--- config.mk ---
export PLATFORM = sky130hd
export DESIGN_NAME = uart_rx_os
export DESIGN_NICKNAME = d
export VERILOG_FILES = /design/src/rtl/uart_rx_os.sv
export SDC_FILE = /design/constraint.sdc
export NUM_CORES = 1
export LEC_CHECK = 0
export BUFFER_PORTS_ARGS = -buffer_cell sky130_fd_sc_hd__buf_4
export CELL_PAD_IN_SITES_DETAIL_PLACEMENT = 1
export CELL_PAD_IN_SITES_GLOBAL_PLACEMENT = 1
export CORE_AREA = 8 8 79 81
export DETAILED_ROUTE_END_ITERATION = 16
export DIE_AREA = 0 0 87 89
export GPL_TIMING_DRIVEN = 0
export PLACE_DENSITY_LB_ADDON = 0.08
export SYNTH_ARGS = -nofsm -noshare
export SYNTH_HDL_FRONTEND = slang
export SYNTH_SLANG_ARGS = --single-unit
--- constraint.sdc ---
create_clock -name clk -period 3 [get_ports clk]
set_clock_uncertainty 0.2 [all_clocks]
set_input_delay 0.15 -clock clk [delete_from_list [all_inputs] [get_ports clk]]
set_output_delay 0.15 -clock clk [all_outputs]
set_load 0.03 [all_outputs]
--- src/rtl/uart_rx_os.sv ---
//============================================================================
// Module   : uart_rx_os
// Purpose  : Oversampling UART receiver. Samples each bit in the middle of
//            its period (OVERSAMPLE clk per bit). Filters glitches on the
//            start bit, checks the stop bit and flags overruns. Completed
//            words are handed to the consumer with a rdy/ack handshake.
// Revision : 1.0 - initial release
//----------------------------------------------------------------------------
// Parameters:
//   DATA_BITS  - data bits per frame, LSB first (5..9)
//   OVERSAMPLE - clk cycles per bit period (even, >= 4)
//   PARITY_ODD - 0 = even parity, 1 = odd parity (parity build only)
// Optional feature macro:
//   UART_RX_PARITY_EN - when defined, a parity bit is expected between the
//                       last data bit and the stop bit, and mismatches set
//                       parity_err_o. When undefined, parity_err_o is 0.
// Ports:
//   clk          in   system clock, rising edge
//   rst_n        in   asynchronous active-low reset
//   rx_i         in   serial line, idle high, asynchronous to clk
//   ack_i        in   consumer acknowledge; clears rdy and error flags
//   data_o       out  last good received word
//   rdy_o        out  data_o holds an unacknowledged word
//   frame_err_o  out  sticky: stop bit sampled low
//   overrun_o    out  sticky: good word arrived while rdy_o was set
//   parity_err_o out  sticky: parity mismatch
//============================================================================
`timescale 1ns/1ps
`default_nettype none

module uart_rx_os #(
    parameter int DATA_BITS  = 8,
    parameter int OVERSAMPLE = 16,
    parameter bit PARITY_ODD = 1'b0
) (
    input  logic                 clk,
    input  logic                 rst_n,
    input  logic                 rx_i,
    input  logic                 ack_i,
    output logic [DATA_BITS-1:0] data_o,
    output logic                 rdy_o,
    output logic                 frame_err_o,
    output logic                 overrun_o,
    output logic                 parity_err_o
);

    localparam int CNT_W = $clog2(OVERSAMPLE);
    localparam int IDX_W = $clog2(DATA_BITS + 1);

    // Counter value seen on the edge that lands mid-start-bit / mid-bit.
    localparam logic [CNT_W-1:0] C_CNT_HALF = CNT_W'(OVERSAMPLE / 2 - 1);
    localparam logic [CNT_W-1:0] C_CNT_LAST = CNT_W'(OVERSAMPLE - 1);
    localparam logic [IDX_W-1:0] C_IDX_LAST = IDX_W'(DATA_BITS - 1);

    localparam logic [2:0] ST_IDLE   = 3'd0;
    localparam logic [2:0] ST_START  = 3'd1;
    localparam logic [2:0] ST_DATA   = 3'd2;
`ifdef UART_RX_PARITY_EN
    localparam logic [2:0] ST_PARITY = 3'd3;
`endif
    localparam logic [2:0] ST_STOP   = 3'd4;
    localparam logic [2:0] ST_LOAD   = 3'd5;
    localparam logic [2:0] ST_BREAK  = 3'd6;

    // ------------------------------------------------------------------
    // Input synchroniser (resets to the idle level)
    // ------------------------------------------------------------------
    logic sync1_q;
    logic rx_s_q;

    always_ff @(posedge clk or negedge rst_n) begin
        if (!rst_n) begin
            sync1_q <= 1'b1;
            rx_s_q  <= 1'b1;
        end else begin
            sync1_q <= rx_i;
            rx_s_q  <= sync1_q;
        end
    end

    // ------------------------------------------------------------------
    // State and datapath registers
    // ------------------------------------------------------------------
    logic [2:0]           state_q, state_d;
    logic [CNT_W-1:0]     cnt_q, cnt_d;
    logic [IDX_W-1:0]     idx_q, idx_d;
    logic [DATA_BITS-1:0] shift_q, shift_d;
    logic [DATA_BITS-1:0] data_q, data_d;
    logic                 rdy_q, rdy_d;
    logic                 frame_err_q, frame_err_d;
    logic                 overrun_q, overrun_d;
    logic                 parity_err_q, parity_err_d;
    // Set once rx_s has been seen high in IDLE; a frame already in flight
    // when reset is released must not be picked up mid-way.
    logic                 armed_q, armed_d;

    // Strobes produced by the output process
    logic half_tick;
    logic bit_tick;
    logic shift_en;
    logic load_en;
    logic stop_bad;

    // ------------------------------------------------------------------
    // FSM: state register
    // ------------------------------------------------------------------
    always_ff @(posedge clk or negedge rst_n) begin
        if (!rst_n) begin
            state_q <= ST_IDLE;
        end else begin
            state_q <= state_d;
        end
    end

    // ------------------------------------------------------------------
    // FSM: next-state logic
    // ------------------------------------------------------------------
    always_comb begin
        state_d = state_q;
        case (state_q)
            ST_IDLE: begin
                if (armed_q && !rx_s_q) begin
                    state_d = ST_START;
                end
            end
            ST_START: begin
                // A start bit that is high again mid-period was a glitch.
                if (half_tick) begin
                    state_d = rx_s_q ? ST_IDLE : ST_DATA;
                end
            end
            ST_DATA: begin
                if (bit_tick && (idx_q == C_IDX_LAST)) begin
`ifdef UART_RX_PARITY_EN
                    state_d = ST_PARITY;
`else
                    state_d = ST_STOP;
`endif
                end
            end
`ifdef UART_RX_PARITY_EN
            ST_PARITY: begin
                if (bit_tick) begin
                    state_d = ST_STOP;
                end
            end
`endif
            ST_STOP: begin
                if (bit_tick) begin
                    state_d = rx_s_q ? ST_LOAD : ST_BREAK;
                end
            end
            ST_LOAD: begin
                state_d = ST_IDLE;
            end
            ST_BREAK: begin
                // Hold off until the line returns high so a held-low line
                // cannot look like a new start bit.
                if (rx_s_q) begin
                    state_d = ST_IDLE;
                end
            end
            default: begin
                state_d = ST_IDLE;
            end
        endcase
    end

    // ------------------------------------------------------------------
    // FSM: output / strobe logic
    // ------------------------------------------------------------------
    always_comb begin
        half_tick = (state_q == ST_START) && (cnt_q == C_CNT_HALF);
        bit_tick  = (cnt_q == C_CNT_LAST);
        shift_en  = (state_q == ST_DATA) && bit_tick;
        load_en   = (state_q == ST_LOAD);
        stop_bad  = (state_q == ST_STOP) && bit_tick && !rx_s_q;
    end

    // ------------------------------------------------------------------
    // Parity tracking
    // ------------------------------------------------------------------
`ifdef UART_RX_PARITY_EN
    logic par_bad_q, par_bad_d;

    always_comb begin
        par_bad_d = par_bad_q;
        if ((state_q == ST_PARITY) && bit_tick) begin
            // Even parity: data ones plus parity bit must be even.
            par_bad_d = ((^shift_q) ^ rx_s_q) != PARITY_ODD;
        end
    end

    always_ff @(posedge clk or negedge rst_n) begin
        if (!rst_n) begin
            par_bad_q <= 1'b0;
        end else begin
            par_bad_q <= par_bad_d;
        end
    end
`endif

    // ------------------------------------------------------------------
    // Datapath next-state logic
    // ------------------------------------------------------------------
    always_comb begin
        cnt_d        = cnt_q;
        idx_d        = idx_q;
        shift_d      = shift_q;
        data_d       = data_q;
        armed_d      = armed_q;
        rdy_d        = rdy_q & ~ack_i;
        frame_err_d  = frame_err_q & ~ack_i;
        overrun_d    = overrun_q & ~ack_i;
        parity_err_d = parity_err_q & ~ack_i;

        // Bit-period counter: restarted at t0 and again at mid-start-bit
        // so that every later wrap lands in the middle of a bit.
        case (state_q)
            ST_START: begin
                cnt_d = half_tick ? '0 : cnt_q + CNT_W'(1);
                idx_d = '0;
            end
            ST_DATA,
`ifdef UART_RX_PARITY_EN
            ST_PARITY,
`endif
            ST_STOP: begin
                cnt_d = bit_tick ? '0 : cnt_q + CNT_W'(1);
            end
            default: begin
                cnt_d = '0;
            end
        endcase

        if ((state_q == ST_IDLE) && rx_s_q) begin
            armed_d = 1'b1;
        end

        if (shift_en) begin
            shift_d = {rx_s_q, shift_q[DATA_BITS-1:1]};
            idx_d   = idx_q + IDX_W'(1);
        end

        // A load wins over a coincident ack: the new word stays pending.
        if (load_en) begin
            data_d = shift_q;
            rdy_d  = 1'b1;
            if (rdy_q && !ack_i) begin
                overrun_d = 1'b1;
            end
        end

        if (stop_bad) begin
            frame_err_d = 1'b1;
        end

`ifdef UART_RX_PARITY_EN
        if ((load_en || stop_bad) && par_bad_q) begin
            parity_err_d = 1'b1;
        end
`else
        parity_err_d = 1'b0;
`endif
    end

    always_ff @(posedge clk or negedge rst_n) begin
        if (!rst_n) begin
            cnt_q        <= '0;
            idx_q        <= '0;
            shift_q      <= '0;
            data_q       <= '0;
            rdy_q        <= 1'b0;
            frame_err_q  <= 1'b0;
            overrun_q    <= 1'b0;
            parity_err_q <= 1'b0;
            armed_q      <= 1'b0;
        end else begin
            cnt_q        <= cnt_d;
            idx_q        <= idx_d;
            shift_q      <= shift_d;
            data_q       <= data_d;
            rdy_q        <= rdy_d;
            frame_err_q  <= frame_err_d;
            overrun_q    <= overrun_d;
            parity_err_q <= parity_err_d;
            armed_q      <= armed_d;
        end
    end

    assign data_o       = data_q;
    assign rdy_o        = rdy_q;
    assign frame_err_o  = frame_err_q;
    assign overrun_o    = overrun_q;
    assign parity_err_o = parity_err_q;

endmodule

`default_nettype wire

Yosys cells after proc, flatten, opt, wreduce, memory -nomap -nowiden
Index checks and enable logic that the tools add are counted.
{"block": "totals", "output_inout_bits": 12, "rom_bits": 0, "reg_bits": 33, "ramBits": 0, "n_memories": 0, "latchBits": 0}
{"block": "classes", "n_eq_ne": 13, "add_sub_neg": 2, "n_reduce_logical": 14, "bitwise_logic": 4, "mul": 0, "n_div": 0, "muxes": 17, "n_shift": 0, "n_lt_le_gt_ge": 0}
{"cell": "4-bit 2-to-1 mux", "n": 4}
{"cell": "3-bit 2-to-1 mux", "n": 5}
{"cell": "3-bit case mux with 5 select lines", "n": 1}
{"cell": "2-bit != test (second input constant)", "n": 5}
{"cell": "3-bit equality test (second input constant)", "n": 3}
{"cell": "4-bit by 1-bit adder with 4-bit output (second input constant)", "n": 2}
{"cell": "4-bit by 3-bit equality test with 1-bit output (second input constant)", "n": 2}
{"cell": "1-bit logical AND", "n": 8}
{"cell": "4-bit case mux with 2 select lines", "n": 1}
{"cell": "5-bit AND reduction", "n": 1}
{"cell": "4-bit equality test (second input constant)", "n": 1}
{"cell": "1-bit 2-to-1 mux", "n": 4}
{"cell": "2-bit 2-to-1 mux", "n": 2}
{"cell": "1-bit bitwise AND", "n": 3}
{"cell": "3-bit by 1-bit equality test with 1-bit output (second input constant)", "n": 1}
{"cell": "3-bit by 2-bit equality test with 1-bit output (second input constant)", "n": 1}
{"cell": "3-bit logical NOT", "n": 1}
{"cell": "1-bit logical NOT", "n": 2}
{"cell": "2-bit nonzero test", "n": 1}
{"cell": "2-bit OR reduction", "n": 1}
{"cell": "1-bit NOT", "n": 1}

Depth between registers and ports, before layout
Gate-level depths: netlist (run 1).
{"block": "depth", "word_depth": 4, "ltp_mapped": 7}

Worst setup path after synthesis (run 1)
OpenSTA, ideal clock, no wires.
{"block": "synth_path", "path_type": "register to register", "from": "reg cnt_q[0]", "to": "reg shift_q[2]", "arrival_ns": 1.454, "n_path_buf": 2, "path_slack_ns": 1.219, "path_stages_with_launch": 7, "t_required_ns": 2.673, "setup_ns": 0.127, "path_cell_list": "dfrtp_1 ha_1 nand3_1 nand2b_1 buf_2 buf_6 mux2_1"}
{"block": "synth_via", "elab_chain_len": 2}
{"element": "start, declared", "line_no": "85", "text": "logic [CNT_W-1:0] cnt_q, cnt_d;"}
{"element": "start signal, assigned", "line_no": "279", "text": "cnt_q <= cnt_d;"}
{"element": "4-bit equality test", "line_no": "174", "text": "bit_tick = (cnt_q == C_CNT_LAST);"}
{"element": "1-bit logical AND", "line_no": "175", "text": "shift_en = (state_q == ST_DATA) && bit_tick;"}
{"element": "end signal, assigned", "line_no": "281", "text": "shift_q <= shift_d;"}
{"element": "end, declared", "line_no": "87", "text": "logic [DATA_BITS-1:0] shift_q, shift_d;"}
Every way passes these cells.
A chain may end at the register's enable or synchronous reset.

Worst setup path in the final report (run 1)
{"block": "layout_path", "from": "reg cnt_q[0]", "to": "reg shift_q[5]"}
Same word-level chain as after synthesis.

==> flow_summary.toml, run 1 <==
[yosys]
synth-edff-count = 0
avgSynthCellArea_sq_um = 12.7
synth_common_cells = "dfrtp_1 (31), mux2_2 (12), nor2_1 (8)"
synthDistinctLibCells = 34
synth.largest_area_cell = "dfrtp_1"
synthXorXnorAreaFrac_pct = 2.99
yosys_warnings = 0
ys_seq_area_share_pct = 56.6
synth_most_common_cell = "dfrtp_1"
synthMuxAreaShare_pct = 14.7
synth_nets = 121
ys_ff_latch = 33
synth_top_family_by_area = "multiplexers"
synth_top_area_share_pct = 53.0
yosys-top-cells-area = "dfrtp_1 (53%), mux2_2 (9.2%), dfstp_2 (3.6%)"
synth_compound_gate_area_share_pct = 8.12
async_flop_share_pct = 100
synth_adder_area_share_pct = 1.71
yosys.area_share.simple_pct = 11.1
ys.flop_type = "dfrtp_1"
synth_area_sq_mm = 0.00146
syn_inst = 115

[placement]
port_buffers = 14
dp_hpwl_mm = 2.23
pre_cts_ws_ns = 0.985
place_congestion = 0.716

[worst_setup_path]
cp.depth = 6
worstPathCellList = "ha_1, nand3_1, nand2b_1, buf_2, buf_6, mux2_1"
r2r_setup_slack_ns = 1.02
slowest_stage = "dfrtp_1"
critPathArrivalTime_ns = 1.94
startpoint = "cnt_q[0]"
crit_end = "shift_q[5]"
r2r-end = "shift_q[5]"
cp.buffers_inverters = 2
reg2reg_depth = 6
crit_family = "buffers and inverters"
cp_max_fo = 10
required_ns = 2.96
critPathCaptureType = "flip-flop"
slowest_delay_ns = 0.40
cp-start-kind = "flip-flop"
critPathKind = "flip-flop to flip-flop"
r2r-start = "cnt_q[0]"

[layout]
drive_gt1_share_pct = 34.3
diodes = 0
nNetsFinal = 145
syn_to_final_growth_pct = 21.1

[clock_tree]
cts_num_sinks = 33
cts_made_buffers = 5
root_buffer = "clkbuf_8"
cts_tree = "built"
clockBufferDepth = 2
cts_resized = 0
h-tree-depth = 2
clkTransAtPathRegs_ns = 0.07
clkLatencyLatePin_ns = 0.28

[detailed_routing]
wl_per_cell_um = 14.6
drt_wl_total_mm = 3.06
vias_per_cell = 4.56
dr_total_vias = 957
antenna_left = 0
drt_pass1_iterations = 4
drt-initial-drc-count = 48
drc_errors = 0

[global_route]
overflow = 0
grt_max_degree = 34
grt_pass1_vias = 1038
antenna_found_initial = 0
grtUsageTotal_pct = 9.01
grt_first_pass_wirelength_mm = 5.20

[hold_path]
hold_class = "input port to async pin"

[timing]
setup_viol = 0
setup_tns_ns = 0
rsz0062_at_grt = "false"
min_period_ns = 1.98
timing.fmax_ghz = 0.504
finalHoldViolCount = 0
drv_slew = 0
fin_crit_sh_pct = 66.1
layout_setup_ws_ns = 1.02

[power_and_ir_drop]
p_leak_nw = 0.872
irDropWorstVdd_mv = 0.197
power.density_mw_per_mm2 = 679

[job]
max_cap_violations = 0

[floorplan]
pin_count = 16
start_util_pct = 29.4
coreArea_sq_mm = 0.00498
rows = 26
die_w_um = 87
die_height_um = 89
die_area_sq_mm = 0.00774

[status]
status = "finished clean"
==> kinds of logic (layout without fill, tap and decap cells) <==
group | count (synthesis) | after routing
compound gates | 16 | 16
fa+ha+maj | 2 | 2
buf+inv | 11 | 36
simple gates | 28 | 28
xor+xnor | 5 | 5
other cells | 1 | 1
mux | 19 | 19
flops | 33 | 33
==> repair_timing <==
item	CTS	global route
hold buffers	3	0
setup buffers	0	0
endpoints found under the hold margin	37	0
==> metrics by stage <==
stage / util [%] / cell area (sq um) / instances / hold slack [ns] / total power [mW]
after detailed placement: 33.3 / 1660 / 199 / -0.0771 / 0.892
final: 35.6 / 1770 / 210 / 0.156 / 1.20
after CTS: 35.6 / 1770 / 210 / 0.148 / 1.23
after global routing: 35.6 / 1770 / 210 / 0.160 / 1.30
after floorplan: - / 1460 / 115 / -0.346 / 0.798
after global placement: 33.3 / 1660 / 199 / -0.0855 / 0.877
==> routing by layer <==
metal  vias to the layer above  routed length [um]  share of wire [%]  global-route usage [%]
met5                         -                   0                  0                       0
met4                         0                  38                1.2                    4.23
met3                         4                 114                3.7                    3.31
met2                        11                1570                 51                    15.4
met1                       499                1330                 44                    9.73
li1                        443                   -                  -                       -
==> power by group <==
part	switching, mW	leakage (nW)	internal (mW)
registers	0.0325	0.443	0.484
clock network	0.163	0.0439	0.160
logic	0.210	0.385	0.155
==> worst min path at each step <==
stage                     slack (ns)  startpoint   endpoint  cells past startpoint
final                           0.16       rst_n      rdy_o                      2
after global routing            0.16     sync1_q     rx_s_q                      0
after CTS                       0.15       rst_n  data_o[2]                      2
after detailed placement       -0.08       rst_n  data_o[4]                      1
after global placement         -0.09       rst_n  data_o[4]                      1
after floorplan                -0.35       rst_n    armed_q                      0
==> cells in the final DEF (no fill, tap or decap), types with 3 or more instances in the layout <==
master and count:
buf_4 16, clkbuf_8 5, dfrtp_1 31, dlygate4sd3_1 3, inv_1 5, mux2_1 4, mux2_2 12, nand2_1 4
nand3b_1 5, nor2_1 8, o21ai_0 5, xnor2_1 3
==> state kept, by name, indices dropped and copies added (netlist names) <==
register / cells
armed_q: 1
frame_err_o: 1
cnt_q: 4
shift_q: 8
sync1_q: 1
state_q: 3
overrun_o: 1
idx_q: 4
rx_s_q: 1
rdy_o: 1
data_o: 8
==> final cells by class <==
class,instances,area (sq um)
buffer,6,47.5
tap,70,87.6
sequential,33,828
fill,554,3200
clock inverter,3,17.5
multi-input combinational,71,569
inverter,5,18.8
timing repair buffer,17,135
clock buffer,5,68.8
Note: power is estimated with default switching activity, not from simulation.
==> inputs of run 2 (changes only) <==
==> constraint.sdc (replaced) <==
create_clock -name clk -period 1.9 [get_ports clk]
set_clock_uncertainty 0.2 [all_clocks]
set_input_delay 0.095 -clock clk [delete_from_list [all_inputs] [get_ports clk]]
set_output_delay 0.095 -clock clk [all_outputs]
set_load 0.03 [all_outputs]
==> flow_summary.toml, run 2 (same netlist as run 1, synthesis figures left out) <==
[status]
status = "finished clean"

[power_and_ir_drop]
internal-power_mw = 1.30
power.density_mw_per_mm2 = 1080
seqPwrFrac_pct = 42.0
pwr-share-clk_pct = 25.8
pwr-share-comb_pct = 32.2
total_power_mw = 1.97
switching_share_pct = 33.8
irDropWorstVdd_mv = 0.308
p_switching_mw = 0.666
p_leak_nw = 0.882

[detailed_routing]
drt_wl_total_mm = 3.09
drc_errors = 0
vias_per_cell = 4.52
dr_total_vias = 954
wl_per_cell_um = 14.6
drt-initial-drc-count = 50
drt_pass1_iterations = 4
antenna_left = 0

[floorplan]
die_area_sq_mm = 0.00774
die_w_um = 87
start_util_pct = 29.4
rows = 26
die_height_um = 89
coreArea_sq_mm = 0.00498
pin_count = 16

[worst_setup_path]
critPathCaptureType = "flip-flop"
r2r-end = "shift_q[5]"
critPathKind = "flip-flop to flip-flop"
r2r_setup_slack_ns = 0.1
critPathArrivalTime_ns = 1.76
worstPathCellList = "buf_2, nor3b_2, nand2b_1, buf_6, buf_6, mux2_1"
cp-start-kind = "flip-flop"
slowest_stage = "dfrtp_1"
reg2reg_depth = 6
crit_path_frequent_cell = "buf_6"
cp.buffers_inverters = 3
required_ns = 1.86
r2r-start = "state_q[0]"
slowest_delay_ns = 0.36
crit_family = "buffers and inverters"
cp_max_fo = 10

[clock_tree]
cts_num_sinks = 33
cts_tree = "built"
root_buffer = "clkbuf_8"
clkTransAtPathRegs_ns = 0.07
cts_made_buffers = 5
clockBufferDepth = 2
clkLatencyLatePin_ns = 0.28
h-tree-depth = 2

[hold_path]
hold_class = "input port to async pin"

[timing]
setup_viol = 0
drv_slew = 0
min_period_ns = 1.80
rsz0062_at_grt = "false"
timing.fmax_ghz = 0.555
fin_crit_sh_pct = 94.9
finalHoldViolCount = 0

[placement]
port_buffers = 14
dp.cells = 199
dp_hpwl_mm = 2.23
place_congestion = 0.716

[job]
max_cap_violations = 0

[layout]
nNetsFinal = 146
syn_to_final_growth_pct = 24.4
final_cell_mix = "dfrtp_1 (31), buf_4 (17), mux2_2 (12)"
layout_commonest_cell = "dfrtp_1"
instances_no_fill = 211
drive_gt1_share_pct = 36.2
diodes = 0

[global_route]
grt_max_degree = 34
grtUsageTotal_pct = 9.03
grt_pass1_vias = 1044
grt_first_pass_wirelength_mm = 5.22
overflow = 0
antenna_found_initial = 0
## run 2: cell type report
type                       count  area (sq um)
buffer                         6          53.8
clock buffer                   5          68.8
clock inverter                 3          17.5
fill                         550          3160
inverter                       5          18.8
multi-input combinational     71           604
sequential                    33           828
tap                           70          87.6
timing repair buffer          18           143
## run 2: worst reg2reg max path: cells and delay by family (launching register included)
kind | cells | cell delay, ns
and+or+nand+nor | 2 | 0.34
muxes | 1 | 0.31
DFF | 1 | 0.36
buffers and inverters | 3 | 0.48
## run 2: layer usage
metal / wire (um) / global-route usage [%] / vias to the layer above
met5: 0 / 0 / -
met4: 38 / 4.23 / 0
met3: 118 / 3.31 / 4
met2: 1600 / 15.4 / 13
met1: 1340 / 9.79 / 492
li1: - / - / 445
## run 2: per-stage QoR
step | setup WS [ns] | hold slack [ns] | util [%] | cell area (sq um) | TNS (ns)
finish | 0.0972 | 0.108 | 36.6 | 1820 | 0
global route | 0.00617 | 0.130 | 36.6 | 1820 | 0
CTS | 0.00524 | 0.0927 | 35.9 | 1790 | 0
detailed placement | -0.115 | -0.132 | 33.3 | 1660 | -0.460
global placement | -0.0656 | -0.141 | 33.3 | 1660 | -0.257
floorplan | 0.119 | -0.401 | - | 1460 | 0
## run 2: worst max-delay path by stage
stage / start / endpoint / slack [ns] / depth (start not counted)
after floorplan: cnt_q[0] / shift_q[2] / 0.12 / 6
after global placement: cnt_q[0] / shift_q[4] / -0.07 / 6
after detailed placement: cnt_q[0] / shift_q[5] / -0.11 / 6
after CTS: cnt_q[0] / shift_q[5] / 0.005 / 6
after global routing: cnt_q[1] / state_q[1] / 0.006 / 5
final: state_q[0] / shift_q[5] / 0.1 / 6
## run 2: repair_timing
| action | CTS | global route |
|---|---|---|
| setup endpoints to repair | 6 | 7 |
| gates cloned | 0 | 0 |
| hold buffers | 3 | 0 |
| resized for setup | 3 | 4 |
| hold endpoints to repair | 37 | 0 |
| buffers inserted | 0 | 1 |
| pin swaps | 0 | 2 |
## run 2: power by group through the flow
stage | Sequential [mW] | Clock [mW] | Combinational (mW)
CTS | 0.822 | 0.538 | 0.599
floorplan | 0.832 | 0 | 0.428
global placement | 0.825 | 0 | 0.559
global route | 0.836 | 0.573 | 0.725
finish | 0.827 | 0.509 | 0.634
detailed placement | 0.829 | 0 | 0.579
==> inputs of run 3 (changes only) <==
==> constraint.sdc (replaced) <==
create_clock -name clk -period 1.8 [get_ports clk]
set_clock_uncertainty 0.2 [all_clocks]
set_input_delay 0.09 -clock clk [delete_from_list [all_inputs] [get_ports clk]]
set_output_delay 0.09 -clock clk [all_outputs]
set_load 0.03 [all_outputs]
==> flow_summary.toml, run 3 (same netlist as run 1, synthesis figures left out) <==
[status]
status = "finished clean"

[power_and_ir_drop]
p_leak_nw = 0.904
irDropWorstVdd_mv = 0.346
total_power_mw = 2.20
power.density_mw_per_mm2 = 1180

[worst_setup_path]
critPathArrivalTime_ns = 1.74
slowest_delay_ns = 0.41
reg2reg_depth = 5
slowest_stage = "dfrtp_2"
cp-start-kind = "flip-flop"
critPathCaptureType = "flip-flop"
cp.depth = 5
worstPathCellList = "buf_6, xor2_1, a32oi_4, o211ai_2, mux2_4"
cp_max_fo = 10
required_ns = 1.76
cp.buffers_inverters = 1
critPathKind = "flip-flop to flip-flop"
crit_family = "compound AO/OA/AOI/OAI gates"

[placement]
dp.cells = 199
place_congestion = 0.716
pre_cts_ws_ns = -0.215
placed_area_sq_mm = 0.00166
port_buffers = 14
dp_hpwl_mm = 2.23

[detailed_routing]
vias_per_cell = 4.49
drt_wl_total_mm = 3.14
dr_total_vias = 960
drc_errors = 0
drt-initial-drc-count = 47
wl_per_cell_um = 14.7
antenna_left = 0
drt_pass1_iterations = 3

[timing]
holdWs_ns = 0.106
setup_viol = 0
min_period_ns = 1.78
timing.fmax_ghz = 0.563
fin_crit_sh_pct = 98.7
finalHoldViolCount = 0
layout_setup_ws_ns = 0.0226
setup_tns_ns = 0
rsz0062_at_grt = "true"
drv_slew = 0

[floorplan]
die_w_um = 87
pin_count = 16
die_height_um = 89
rows = 26
die_area_sq_mm = 0.00774
start_util_pct = 29.4
coreArea_sq_mm = 0.00498

[layout]
fillers = 553
diodes = 0
finalInstanceArea_sq_mm = 0.00187
fin_util_pct = 37.6
nNetsFinal = 149
layout_commonest_cell = "dfrtp_1"
final_cell_mix = "dfrtp_1 (29), buf_4 (22), mux2_2 (12)"
instances_no_fill = 214
drive_gt1_share_pct = 40.3
syn_to_final_growth_pct = 27.7

[global_route]
grtUsageTotal_pct = 9.26
grt_pass1_vias = 1068
overflow = 0
antenna_found_initial = 0
grt_max_degree = 34
grt_first_pass_wirelength_mm = 5.35

[clock_tree]
clkLatencyLatePin_ns = 0.28
cts_made_buffers = 5
clkTransAtPathRegs_ns = 0.07
root_buffer = "clkbuf_8"
cts_tree = "built"
cts_num_sinks = 33
h-tree-depth = 2
clockBufferDepth = 2

[job]
max_cap_violations = 0

[hold_path]
hold_class = "input port to async pin"
==> run 3: area by class of cell <==
| class | count | area, sq um | area share, % |
|---|---|---|---|
| sequential | 33 | 831 | 44.4 |
| clock inverter | 3 | 17.5 | 0.937 |
| buffer | 5 | 45.0 | 2.41 |
| clock buffer | 5 | 68.8 | 3.68 |
| inverter | 5 | 18.8 | 1.00 |
| timing repair buffer | 22 | 173 | 9.24 |
| tap | 70 | 87.6 | 4.69 |
| multi-input combinational | 71 | 628 | 33.6 |
==> run 3: power breakdown <==
part	total, mW	internal, mW	switching (mW)
clock network	0.539	0.267	0.273
registers	0.877	0.810	0.0673
logic	0.785	0.378	0.407
==> run 3: routing by layer <==
layer / track usage [%] / vias up / part of all wire (%)
li1: - / 449 / -
met1: 9.79 / 496 / 43
met2: 16.2 / 11 / 52
met3: 3.31 / 4 / 3.7
met4: 4.23 / 0 / 1.2
met5: 0 / - / 0
==> run 3: repair_timing <==
item	in CTS	in global routing
setup endpoints to repair	13	16
buffers inserted	1	4
gates resized for setup	8	8
hold buffers	3	0
hold endpoints to repair	37	0
pin swaps	2	4
==> run 3: worst paths after layout <==
| check | startpoint | to | slack [ns] |
|---|---|---|---|
| worst max-delay path | state_q[1] | state_q[1] | 0.02 |
| worst min-delay path | rst_n | rdy_o | 0.11 |
| worst max register to register | state_q[1] | state_q[1] | 0.02 |
| worst min register to register | sync1_q | rx_s_q | 0.16 |
| max in group asynchronous | rst_n | sync1_q | 0.95 |
| min in group clk | sync1_q | rx_s_q | 0.16 |
